===== src/rtl/piece_dropper.sv =====
// Drop-a-piece controller for a 7x7 column-stacking board held in an external
// synchronous RAM: wipes the board, scans a column bottom-up and writes the piece.
//
// state  | meaning
// CLEAR  | sweep 00 into every board cell, address 0..48
// IDLE   | waiting for a drop or a clear request
// READ   | present address of the scan row in the target column
// CHECK  | RAM data for the scan row is back; decide write / next row / reject
// WRITE  | write current_player into the landing cell
// DONE   | report landing row, hand the turn to the other player
// REJECT | column full or column index out of range
module piece_dropper #(
  parameter int ROWS = 7,
  parameter int COLS = 7
) (
  input  logic       Clk,
  input  logic       reset,
  input  logic       clear,
  input  logic       drop_valid,
  input  logic [2:0] drop_col,
  output logic       drop_ready,
  output logic [5:0] ram_address,
  output logic [1:0] ram_data,
  output logic       ram_wren,
  input  logic [1:0] ram_q,
  output logic [1:0] current_player,
  output logic       done,
  output logic [2:0] piece_row,
  output logic       col_full,
  output logic [5:0] move_count,
  output logic       board_full
);

  localparam logic [5:0] LAST_CELL = 6'(ROWS * COLS - 1);
  localparam logic [2:0] TOP_ROW   = 3'(ROWS - 1);
  localparam logic [2:0] LAST_COL  = 3'(COLS - 1);

  typedef enum logic [2:0] {
    S_CLEAR,
    S_IDLE,
    S_READ,
    S_CHECK,
    S_WRITE,
    S_DONE,
    S_REJECT
  } state_t;

  state_t     state, state_next;
  logic [5:0] sweep;
  logic [2:0] row;
  logic [2:0] col;
  logic [5:0] scan_addr;

  assign scan_addr  = 6'(row) * 6'd7 + 6'(col);
  assign board_full = (move_count == 6'd49);

  always_ff @(posedge Clk) begin
    if (reset) begin
      state          <= S_CLEAR;
      sweep          <= '0;
      row            <= '0;
      col            <= '0;
      current_player <= 2'b01;
      move_count     <= '0;
      piece_row      <= '0;
    end else begin
      state <= state_next;
      case (state)
        S_CLEAR: sweep <= sweep + 6'd1;
        S_IDLE: begin
          if (clear) begin
            sweep          <= '0;
            current_player <= 2'b01;
            move_count     <= '0;
            piece_row      <= '0;
          end else if (drop_valid) begin
            col <= drop_col;
            row <= '0;
          end
        end
        S_CHECK: begin
          if (ram_q != 2'b00 && row != TOP_ROW) row <= row + 3'd1;
        end
        // Results become visible during DONE, while the done pulse is high.
        S_WRITE: begin
          piece_row      <= row;
          current_player <= ~current_player;
          move_count     <= move_count + 6'd1;
        end
        default: ;
      endcase
    end
  end

  always_comb begin
    state_next  = state;
    ram_address = '0;
    ram_data    = 2'b00;
    ram_wren    = 1'b0;
    done        = 1'b0;
    col_full    = 1'b0;
    drop_ready  = 1'b0;
    case (state)
      S_CLEAR: begin
        ram_wren    = 1'b1;
        ram_address = sweep;
        if (sweep == LAST_CELL) state_next = S_IDLE;
      end
      S_IDLE: begin
        drop_ready = 1'b1;
        if (clear)           state_next = S_CLEAR;
        else if (drop_valid) state_next = (drop_col > LAST_COL) ? S_REJECT : S_READ;
      end
      S_READ: begin
        ram_address = scan_addr;
        state_next  = S_CHECK;
      end
      S_CHECK: begin
        if (ram_q == 2'b00)      state_next = S_WRITE;
        else if (row == TOP_ROW) state_next = S_REJECT;
        else                     state_next = S_READ;
      end
      S_WRITE: begin
        ram_address = scan_addr;
        ram_data    = current_player;
        ram_wren    = 1'b1;
        state_next  = S_DONE;
      end
      S_DONE: begin
        done       = 1'b1;
        state_next = S_IDLE;
      end
      S_REJECT: begin
        col_full   = 1'b1;
        state_next = S_IDLE;
      end
      default: state_next = S_CLEAR;
    endcase
    // Reset must silence the RAM port immediately, not one edge later.
    if (reset) begin
      ram_address = '0;
      ram_data    = 2'b00;
      ram_wren    = 1'b0;
      done        = 1'b0;
      col_full    = 1'b0;
      drop_ready  = 1'b0;
    end
  end

endmodule


===== config.mk =====
export PLATFORM = sky130hd
export DESIGN_NAME = piece_dropper
export DESIGN_NICKNAME = d
export VERILOG_FILES = /design/src/rtl/piece_dropper.sv
export SDC_FILE = /design/constraint.sdc
export NUM_CORES = 1
export LEC_CHECK = 0
export CORE_ASPECT_RATIO = 0.7
export CORE_MARGIN = 2
export CORE_UTILIZATION = 40
export DETAILED_ROUTE_END_ITERATION = 8
export DONT_BUFFER_PORTS = 1
export GPL_TIMING_DRIVEN = 0
export HOLD_SLACK_MARGIN = 0.05
export PLACE_DENSITY = 0.56
export SLEW_MARGIN = 40
export SYNTH_ARGS = -nofsm -noshare
export SYNTH_HDL_FRONTEND = slang
export SYNTH_SLANG_ARGS = --single-unit

===== constraint.sdc =====
create_clock -name Clk -period 7.11 [get_ports Clk]
set_input_delay 1.7775 -clock Clk [delete_from_list [all_inputs] [get_ports Clk]]
set_output_delay 1.7775 -clock Clk [all_outputs]
set_load 0.03 [all_outputs]

==> flow_summary_export.csv, run 1 <==
group,metric,value,unit
sta,final_hold_viol_count,0,
clock_tree,cts.sinks,26,
clock_tree,clk_latency,0.27,ns
synth,syn_nets,226,
sta,worstMarginPinSlew,0.647,ns
clock_tree,cts_resized,0,
synth,avgSynthCellArea,8.64,sq um
sta,fin_crit,5.01,ns
clock_tree,cts_hold_buffers,0,
sta,final.setup.tns,0,ns
final_layout,syn_to_final_growth,9.21,%
global_routing,grt_pass1_vias,1395,
synth,async_reset_ff_frac,0,
synth,synth_top_flop_cell,"dfxtp_1",
hold_path,worstHoldPathType,"reg2reg",
final_layout,design_area,1870,sq um
critical_path,critPathMaxStageDelay,0.53,ns
drt,dr.pass1.iters,4,
critical_path,required,5.33,ns
critical_path,crit_arrival,3.23,ns
global_routing,grt_first_pass_wirelength,7040,microns
critical_path,rrSetupSlack,5.33,ns
clock_tree,cts_setup_buffers,0,
power_and_ir_drop,power,0.291,mW
synth,synth_fa_ha_area_frac,0.156,
placement,dp_slack,2.24,ns
placement,place_congestion,0.842,
critical_path,crit_end,"ram_address[5]",
critical_path,reg2reg_depth,5,
synth,synth-simple-area-share,0.237,
critical_path,regToRegStartpoint,"state[2]",
hold_path,min_delay_path_depth,2,
clock_tree,htree_levels,1,
sta,min_period_over_period,0.705,
critical_path,crit_fanout,7,
synth,synth_edf_count,0,
synth,synth_cells,198,
drt,wl_per_cell,16.6,microns
critical_path,end_kind,"primary output",
final_layout,final_layout_size_suffix_gt1_frac,0.0990,
clock_tree,tritoncts,"yes",
critical_path,cp-startpoint,"row[2]",
critical_path,path_common_cell,"fa_1",
outcome,status,"finished clean",
die,start_util,0.426,
global_routing,antenna_found_initial,0,
synth,ys_seq_area_frac,0.304,
die,ios,33,
placement,placedInstanceArea,1790,sq um
drt,wirelength,4210,microns
drt,viasPerCell,5.59,
sta,slew_headroom,0.567,
synth,ys_ff_latch,26,
final_layout,fin_nets,231,
clock_tree,path_clk_slew,0.09,ns
global_routing,grt_use_total,0.193,
sta,rsz0062_at_grt,"false",
sta,fmax,0.200,GHz
synth,synthMuxAreaShare,0.0482,
drt,postRouteAntennaNets,0,
die,std_cell_rows,19,
critical_path,slowest_stage,"dfxtp_1",
run,drv_cap,0,
die,fp.dieW,82.2,microns
power_and_ir_drop,p_leak,0.798,nW
power_and_ir_drop,ir_worst_vdd,0.101,mV
sta,setup_viol,0,
clock_tree,root_buffer,"clkbuf_8",
clock_tree,clockBufferDepth,2,
sta,clock_skew,0.00264,ns
drt,first_iter_violations,117,
global_routing,overflow,0,
critical_path,r2r_end,"current_player[0]",
synth,synth_top_family_by_area,"simple AND/OR/NAND/NOR gates",
synth,yosys_warnings,0,
synth,syn-cell-area,1710,sq um
critical_path,critPathBufInv,1,
synth,synth_compound_area_frac,0.145,
drt,vias,1419,
sta,drv_slew,0,
critical_path,crit_chain,"fa_1 > fa_1 > inv_1 > fa_1 > nand2b_1 > a21oi_1 > xor2_1 > a32o_1",
placement,portBuffers,0,
power_and_ir_drop,p_per_area,156,nW/um^2
synth,synth_xor_area_frac,0.0512,
die,die_y,58.7,microns
die,design.die.area,4830,sq um
critical_path,cp_num_cells,8,
sta,setup_ws,2.10,ns
critical_path,worstSetupPathType,"reg2out",
synth,synth_cell_types,49,
final_layout,antenna_cells,0,
placement,dp_hpwl,3270,microns
global_routing,grt_max_degree,16,
clock_tree,numCtsBuffers,3,
die,core_area,4020,sq um
critical_path,cp_top_family,"adder cells",
drt,drc,0,
critical_path,start_kind,"flop",
-- logic make-up after synthesis --
group	Yosys count
fa+ha+maj	19
mux	8
compound gates	34
flops	26
simple gates	78
xor+xnor	10
buf+inv	23
-- cells in the mapped netlist (2+ instances only) --
library cell	n	area, sq um
nor2_1	27	101
dfxtp_1	26	521
ha_1	15	188
a21oi_1	13	65.1
inv_1	13	48.8
nand2_1	10	37.5
nor3_1	9	45.0
and3_1	6	37.5
mux2i_1	6	60.1
nand3_1	5	25.0
xnor2_1	5	43.8
xor2_1	5	43.8
a22o_1	4	35.0
buf_2	4	20.0
fa_1	4	80.1
nand2b_1	3	18.8
nand4_1	3	18.8
a2bb2oi_1	2	17.5
a32o_1	2	20.0
buf_1	2	7.51
clkbuf_1	2	7.51
mux2_2	2	22.5
nor2b_1	2	12.5
nor4_1	2	12.5
o31ai_1	2	15.0
-- worst min-delay path: stages (launching register included) --
cell	delay, ns
dfxtp_1	0.34
mux2i_1	0.07
nor2_1	0.08
-- per-layer routing --
metal,vias up,track usage,part of all wire,wire length (microns)
li1,708,-,-,-
met1,678,0.286,0.50,2120
met2,29,0.287,0.44,1830
met3,4,0.0445,0.052,217
met4,0,0.0357,0.010,43
met5,-,0,0,0
-- state kept, by name (all words and copies together) (netlist names) --
name / count
row: 3
move_count: 6
col: 3
piece_row: 3
state: 3
current_player: 2
sweep: 6
-- cell type report --
class,instances,area (sq um)
Fill cell,405,2150
Multi-Input combinational cell,149,1110
Sequential cell,26,520
Tap cell,52,65.1
Inverter,14,52.6
Buffer,9,46.3
Clock buffer,3,41.3
Clock inverter,1,30.0
-- report_power, final --
group          total [mW]  internal [mW]  switching, mW
Clock               0.125         0.0754         0.0496
Sequential          0.149          0.147        0.00209
Combinational      0.0167        0.00529         0.0114
-- placed cells by master, fill, tap and decap left out, drive strengths merged, types with 2 or more instances in the layout --
cell / instances
a22o: 4
inv: 14
nor3: 9
xnor2: 5
xor2: 5
o31ai: 2
a2bb2oi: 2
mux2i: 6
nand2: 10
dfxtp: 26
nor2b: 3
ha: 15
nand3: 5
nor4: 2
nand4: 3
nor2: 27
buf: 7
nand2b: 3
and3: 6
a32o: 2
mux2: 2
a21oi: 13
clkbuf: 5
fa: 4
-- how the worst min path moves through the flow --
| stage | start | end | slack (ns) |
|---|---|---|---|
| after floorplan | col[0] | col[0] | 0.46 |
| after global placement | col[0] | col[0] | 0.48 |
| after detailed placement | col[1] | col[1] | 0.51 |
| after CTS | col[1] | col[1] | 0.53 |
| after global routing | col[0] | col[0] | 0.57 |
| final | col[1] | col[1] | 0.52 |
-- metrics by stage --
stage	utilization	cells	hold WS, ns
after global routing	0.465	254	0.570
final	0.465	254	0.519
after floorplan	-	198	0.465
after global placement	0.442	250	0.480
after detailed placement	0.446	250	0.509
after CTS	0.464	254	0.530
No activity file was read; power rests on OpenSTA's default activity.
==> inputs of run 2 (changes only) <==
--- a/config.mk
+++ b/config.mk
@@ -12,7 +12,7 @@
 export DONT_BUFFER_PORTS = 1
 export GPL_TIMING_DRIVEN = 0
 export HOLD_SLACK_MARGIN = 0.05
-export PLACE_DENSITY = 0.56
+export PLACE_DENSITY = 0.58
 export SLEW_MARGIN = 40
 export SYNTH_ARGS = -nofsm -noshare
 export SYNTH_HDL_FRONTEND = slang
==> constraint.sdc (replaced) <==
create_clock -name Clk -period 4.4 [get_ports Clk]
set_input_delay 1.1 -clock Clk [delete_from_list [all_inputs] [get_ports Clk]]
set_output_delay 1.1 -clock Clk [all_outputs]
set_load 0.03 [all_outputs]
==> flow_summary_export.csv, run 2 (same netlist as run 1, synthesis figures left out) <==
group,metric,value,unit
outcome,status,"finished clean",
critical_path,critPathMaxStageDelay,0.52,ns
placement,dp_hpwl,3200,microns
critical_path,regToRegStartpoint,"state[2]",
critical_path,rrSetupSlack,2.45,ns
global_routing,grt_max_degree,16,
clock_tree,cts.sinks,26,
clock_tree,clk_latency,0.27,ns
drt,postRouteAntennaNets,0,
drt,first_iter_violations,156,
hold_path,worstHoldPathType,"reg2reg",
final_layout,final_layout_size_suffix_gt1_frac,0.109,
sta,setup_viol,0,
drt,wirelength,4200,microns
critical_path,worstSetupPathType,"reg2out",
final_layout,antenna_cells,0,
placement,portBuffers,0,
hold_path,min_delay_path_depth,2,
die,fp.dieW,82.2,microns
final_layout,fillers,406,
global_routing,grt_pass1_vias,1374,
critical_path,cp-startpoint,"row[1]",
clock_tree,tritoncts,"yes",
final_layout,fin_nets,231,
final_layout,layout_commonest_cell,"nor2_1",
sta,clock_skew,0.00325,ns
critical_path,crit_arrival,3.09,ns
die,core_area,4020,sq um
critical_path,r2r_end,"current_player[0]",
final_layout,design_area,1880,sq um
sta,fin_crit,4.19,ns
die,std_cell_rows,19,
clock_tree,htree_levels,1,
critical_path,reg2reg_depth,5,
sta,worstMarginPinSlew,0.702,ns
sta,drv_slew,0,
power_and_ir_drop,p_per_area,249,nW/um^2
die,design.die.area,4830,sq um
critical_path,start_kind,"flop",
die,start_util,0.426,
clock_tree,path_clk_slew,0.09,ns
sta,final_hold_viol_count,0,
sta,fmax,0.239,GHz
drt,vias,1437,
placement,place_congestion,0.867,
global_routing,grt_first_pass_wirelength,6900,microns
run,drv_cap,0,
sta,min_period_over_period,0.952,
hold_path,holdPathEnd,"col[1]",
placement,placedInstanceArea,1790,sq um
drt,viasPerCell,5.66,
critical_path,slowest_stage,"fa_1",
die,die_y,58.7,microns
die,ios,33,
clock_tree,cts_hold_buffers,0,
clock_tree,clockBufferDepth,2,
critical_path,path_common_cell,"fa_1",
critical_path,end_kind,"primary output",
critical_path,required,3.30,ns
clock_tree,root_buffer,"clkbuf_8",
final_layout,syn_to_final_growth,9.80,%
critical_path,crit_fanout,7,
critical_path,crit_chain,"fa_1 > fa_1 > inv_1 > fa_1 > nand2b_1 > a21oi_1 > xor2_1 > a32o_1",
clock_tree,numCtsBuffers,3,
drt,wl_per_cell,16.5,microns
hold_path,hold_path.startpoint,"col[1]",
global_routing,grt_use_total,0.188,
sta,final.setup.tns,0,ns
sta,slew_headroom,0.528,
power_and_ir_drop,p_leak,0.797,nW
final_layout,reg_top3,"move_count: 6 flops, sweep: 6 flops",
global_routing,antenna_found_initial,0,
final_layout,final_cell_mix,"nor2_1 (27), dfxtp_1 (23), ha_1 (15), inv_1 (13), a21oi_1 (13)",
drt,dr.pass1.iters,4,
global_routing,overflow,0,
drt,drc,0,
sta,rsz0062_at_grt,"false",
power_and_ir_drop,ir_worst_vdd,0.173,mV
[run 2: per-layer routing]
layer	GRT usage	share of wire	vias to the layer above	routed length [microns]
met2	0.285	0.44	41	1860
li1	-	-	704	-
met3	0.0475	0.059	5	246
met4	0.0333	0.0050	0	21
met1	0.274	0.49	687	2070
met5	0	0	-	0
[run 2: where the power goes]
group	internal (mW)	total, mW	switching [mW]
Sequential	0.237	0.241	0.00310
Clock	0.122	0.199	0.0775
Combinational	0.00859	0.0273	0.0187
[run 2: repair_timing]
item                                    4_1_cts  5_1_grt
buffers inserted                              0        0
endpoints found under the setup margin        0        2
resized for setup                             0        4
[run 2: cell type report]
type / instances / area, sq um / area share
tap: 52 / 65.1 / 0.0346
inverter: 14 / 52.6 / 0.0280
multi-input combinational: 149 / 1120 / 0.596
clock inverter: 1 / 30.0 / 0.0160
clock buffer: 3 / 41.3 / 0.0220
buffer: 9 / 46.3 / 0.0246
sequential: 26 / 524 / 0.279
[run 2: critical path: cells and delay by family, from the launching register on]
family | cells | cell delay (ns)
AO/OA/AOI/OAI | 2 | 0.54
XOR/XNOR | 1 | 0.21
adder cells (fa/ha/maj) | 3 | 1.41
buffers and inverters | 1 | 0.06
flip-flops | 1 | 0.44
AND/OR/NAND/NOR | 1 | 0.16
[run 2: worst max-delay path by stage]
stage / to / cells after the start
3_3_place_gp: ram_address[3] / 7
2_1_floorplan: ram_address[3] / 7
4_1_cts: ram_address[5] / 8
5_1_grt: ram_address[5] / 8
3_5_place_dp: ram_address[5] / 8
6_report: ram_address[5] / 8
[run 2: stage by stage]
stage | std cells | total power, mW | utilization | setup WS, ns | hold WS, ns
after floorplan | 198 | 0.266 | - | 0.338 | 0.465
after global placement | 250 | 0.272 | 0.442 | 0.0736 | 0.480
after detailed placement | 250 | 0.273 | 0.446 | 0.364 | 0.498
after CTS | 254 | 0.472 | 0.464 | 0.0460 | 0.520
after global routing | 254 | 0.486 | 0.468 | 0.112 | 0.559
final | 254 | 0.467 | 0.468 | 0.211 | 0.519
==> inputs of run 3 (changes only) <==
--- a/config.mk
+++ b/config.mk
@@ -5,6 +5,7 @@
 export SDC_FILE = /design/constraint.sdc
 export NUM_CORES = 1
 export LEC_CHECK = 0
+export CAP_MARGIN = 20
 export CORE_ASPECT_RATIO = 0.7
 export CORE_MARGIN = 2
 export CORE_UTILIZATION = 40
@@ -12,7 +13,6 @@
 export DONT_BUFFER_PORTS = 1
 export GPL_TIMING_DRIVEN = 0
 export HOLD_SLACK_MARGIN = 0.05
-export PLACE_DENSITY = 0.58
 export SLEW_MARGIN = 40
 export SYNTH_ARGS = -nofsm -noshare
 export SYNTH_HDL_FRONTEND = slang
==> flow_summary_export.csv, run 3 (same netlist as run 1, synthesis figures left out) <==
group,metric,value,unit
global_routing,overflow,0,
sta,rsz0062_at_grt,"false",
sta,min_period_over_period,0.965,
placement,dp_hpwl,3280,microns
critical_path,reg2reg_depth,5,
final_layout,layout_commonest_cell,"nor2_1",
sta,final_hold_viol_count,0,
die,core_area,4020,sq um
global_routing,use_met3,0.0521,
final_layout,fin_cells,254,
clock_tree,cts_hold_buffers,0,
global_routing,antenna_found_initial,0,
drt,drc,0,
hold_path,holdPathEnd,"col[1]",
placement,portBuffers,0,
critical_path,start_kind,"flop",
placement,dp_slack,0.381,ns
die,die_y,58.7,microns
global_routing,grt_use_total,0.193,
sta,drv_slew,0,
critical_path,r2r_end,"current_player[0]",
clock_tree,tritoncts,"yes",
global_routing,busiest_layer,"met2",
critical_path,slowest_stage,"dfxtp_1",
sta,final.setup.tns,0,ns
clock_tree,htree_levels,1,
critical_path,crit_chain,"fa_1 > fa_1 > inv_1 > fa_1 > nand2b_1 > a21oi_1 > xor2_1 > a32o_2",
run,drv_cap,0,
drt,dr.pass1.iters,5,
final_layout,antenna_cells,0,
placement,place_congestion,0.857,
outcome,status,"finished clean",
die,fp.dieW,82.2,microns
clock_tree,numCtsBuffers,3,
die,start_util,0.426,
drt,postRouteAntennaNets,0,
final_layout,reg_top3,"move_count: 6 flops, sweep: 6 flops",
critical_path,path_common_cell,"fa_1",
sta,setup_viol,0,
sta,fmax,0.236,GHz
global_routing,grt_first_pass_wirelength,7090,microns
die,std_cell_rows,19,
drt,vias,1432,
final_layout,fillers,396,
die,design.die.area,4830,sq um
critical_path,critPathMaxStageDelay,0.52,ns
final_layout,final_cell_mix,"nor2_1 (27), dfxtp_1 (24), ha_1 (15), inv_1 (13), a21oi_1 (13)",
drt,wl_per_cell,17.0,microns
critical_path,required,3.30,ns
power_and_ir_drop,ir_worst_vdd,0.162,mV
sta,fin_crit,4.24,ns
power_and_ir_drop,p_leak,0.799,nW
global_routing,met1_usage,0.284,
global_routing,globalRouteMet2Util,0.285,
sta,slew_headroom,0.587,
drt,viasPerCell,5.64,
placement,place_inst,250,
final_layout,syn_to_final_growth,9.14,%
critical_path,crit_arrival,3.14,ns
sta,worstMarginPinSlew,0.618,ns
critical_path,worstSetupPathType,"reg2out",
critical_path,end_kind,"primary output",
sta,clock_skew,0.0102,ns
power_and_ir_drop,p_per_area,228,nW/um^2
clock_tree,path_clk_slew,0.10,ns
power_and_ir_drop,power,0.425,mW
final_layout,final_layout_size_suffix_gt1_frac,0.114,
critical_path,regToRegStartpoint,"state[2]",
sta,setup_ws,0.155,ns
critical_path,crit_fanout,7,
clock_tree,cts.sinks,26,
hold_path,min_delay_path_depth,2,
global_routing,grt_max_degree,15,
drt,wirelength,4330,microns
hold_path,hold_path.startpoint,"col[1]",
clock_tree,clk_latency,0.28,ns
clock_tree,root_buffer,"clkbuf_8",
drt,first_iter_violations,103,
clock_tree,clockBufferDepth,2,
die,ios,33,
hold_path,worstHoldPathType,"reg2reg",
critical_path,rrSetupSlack,2.68,ns
global_routing,grt_pass1_vias,1433,
final_layout,fin_nets,231,
run 3: cell types whose count changed in the layout (fill, tap and decap cells not counted), sizes merged:
cell    before  now
bufinv       1    0
clkbuf       5    6
run 3: worst max-delay path by stage:
stage	start	endpoint	cells past startpoint
final	row[2]	ram_address[5]	8
after global routing	row[2]	ram_address[5]	8
after detailed placement	row[1]	ram_address[5]	8
after CTS	row[1]	ram_address[3]	7
after global placement	row[1]	ram_address[3]	7
after floorplan	row[1]	ram_address[3]	7
run 3: layer usage:
metal | vias up | part of all wire | wire length (microns)
met5 | - | 0 | 0
met4 | 0 | 0.0079 | 34
met3 | 4 | 0.068 | 293
met2 | 38 | 0.43 | 1870
met1 | 686 | 0.49 | 2130
li1 | 704 | - | -
run 3: what timing repair did:
item / CTS / global route
setup endpoints to repair: 0 / 2
setup buffers: 0 / 0
resized for setup: 0 / 4
run 3: where the power goes:
| part | total, mW | switching (mW) | internal [mW] |
|---|---|---|---|
| sequential | 0.241 | 0.00334 | 0.237 |
| clock | 0.157 | 0.0768 | 0.0801 |
| combinational | 0.0274 | 0.0187 | 0.00869 |
run 3: layout make-up:
cell class | instances | area (sq um) | share of cell area
Buffer | 9 | 46.3 | 0.0248
Clock buffer | 4 | 55.1 | 0.0295
Inverter | 14 | 52.6 | 0.0281
Multi-Input combinational cell | 149 | 1130 | 0.603
Sequential cell | 26 | 523 | 0.280
Tap cell | 52 | 65.1 | 0.0348
run 3: metrics by stage:
| step | area (sq um) | hold WS (ns) | util |
|---|---|---|---|
| after CTS | 1850 | 0.527 | 0.460 |
| after global placement | 1780 | 0.479 | 0.442 |
| after floorplan | 1710 | 0.465 | - |
| after global routing | 1870 | 0.568 | 0.465 |
| after detailed placement | 1790 | 0.504 | 0.446 |
| final | 1870 | 0.529 | 0.465 |
run 3: worst max-delay path, delay by kind of cell (launching register included):
| kind | cells | cell delay [ns] |
|---|---|---|
| xor+xnor | 1 | 0.19 |
| compound gates | 2 | 0.47 |
| fa+ha+maj | 3 | 1.46 |
| simple gates | 1 | 0.17 |
| flops | 1 | 0.52 |
| buf+inv | 1 | 0.06 |
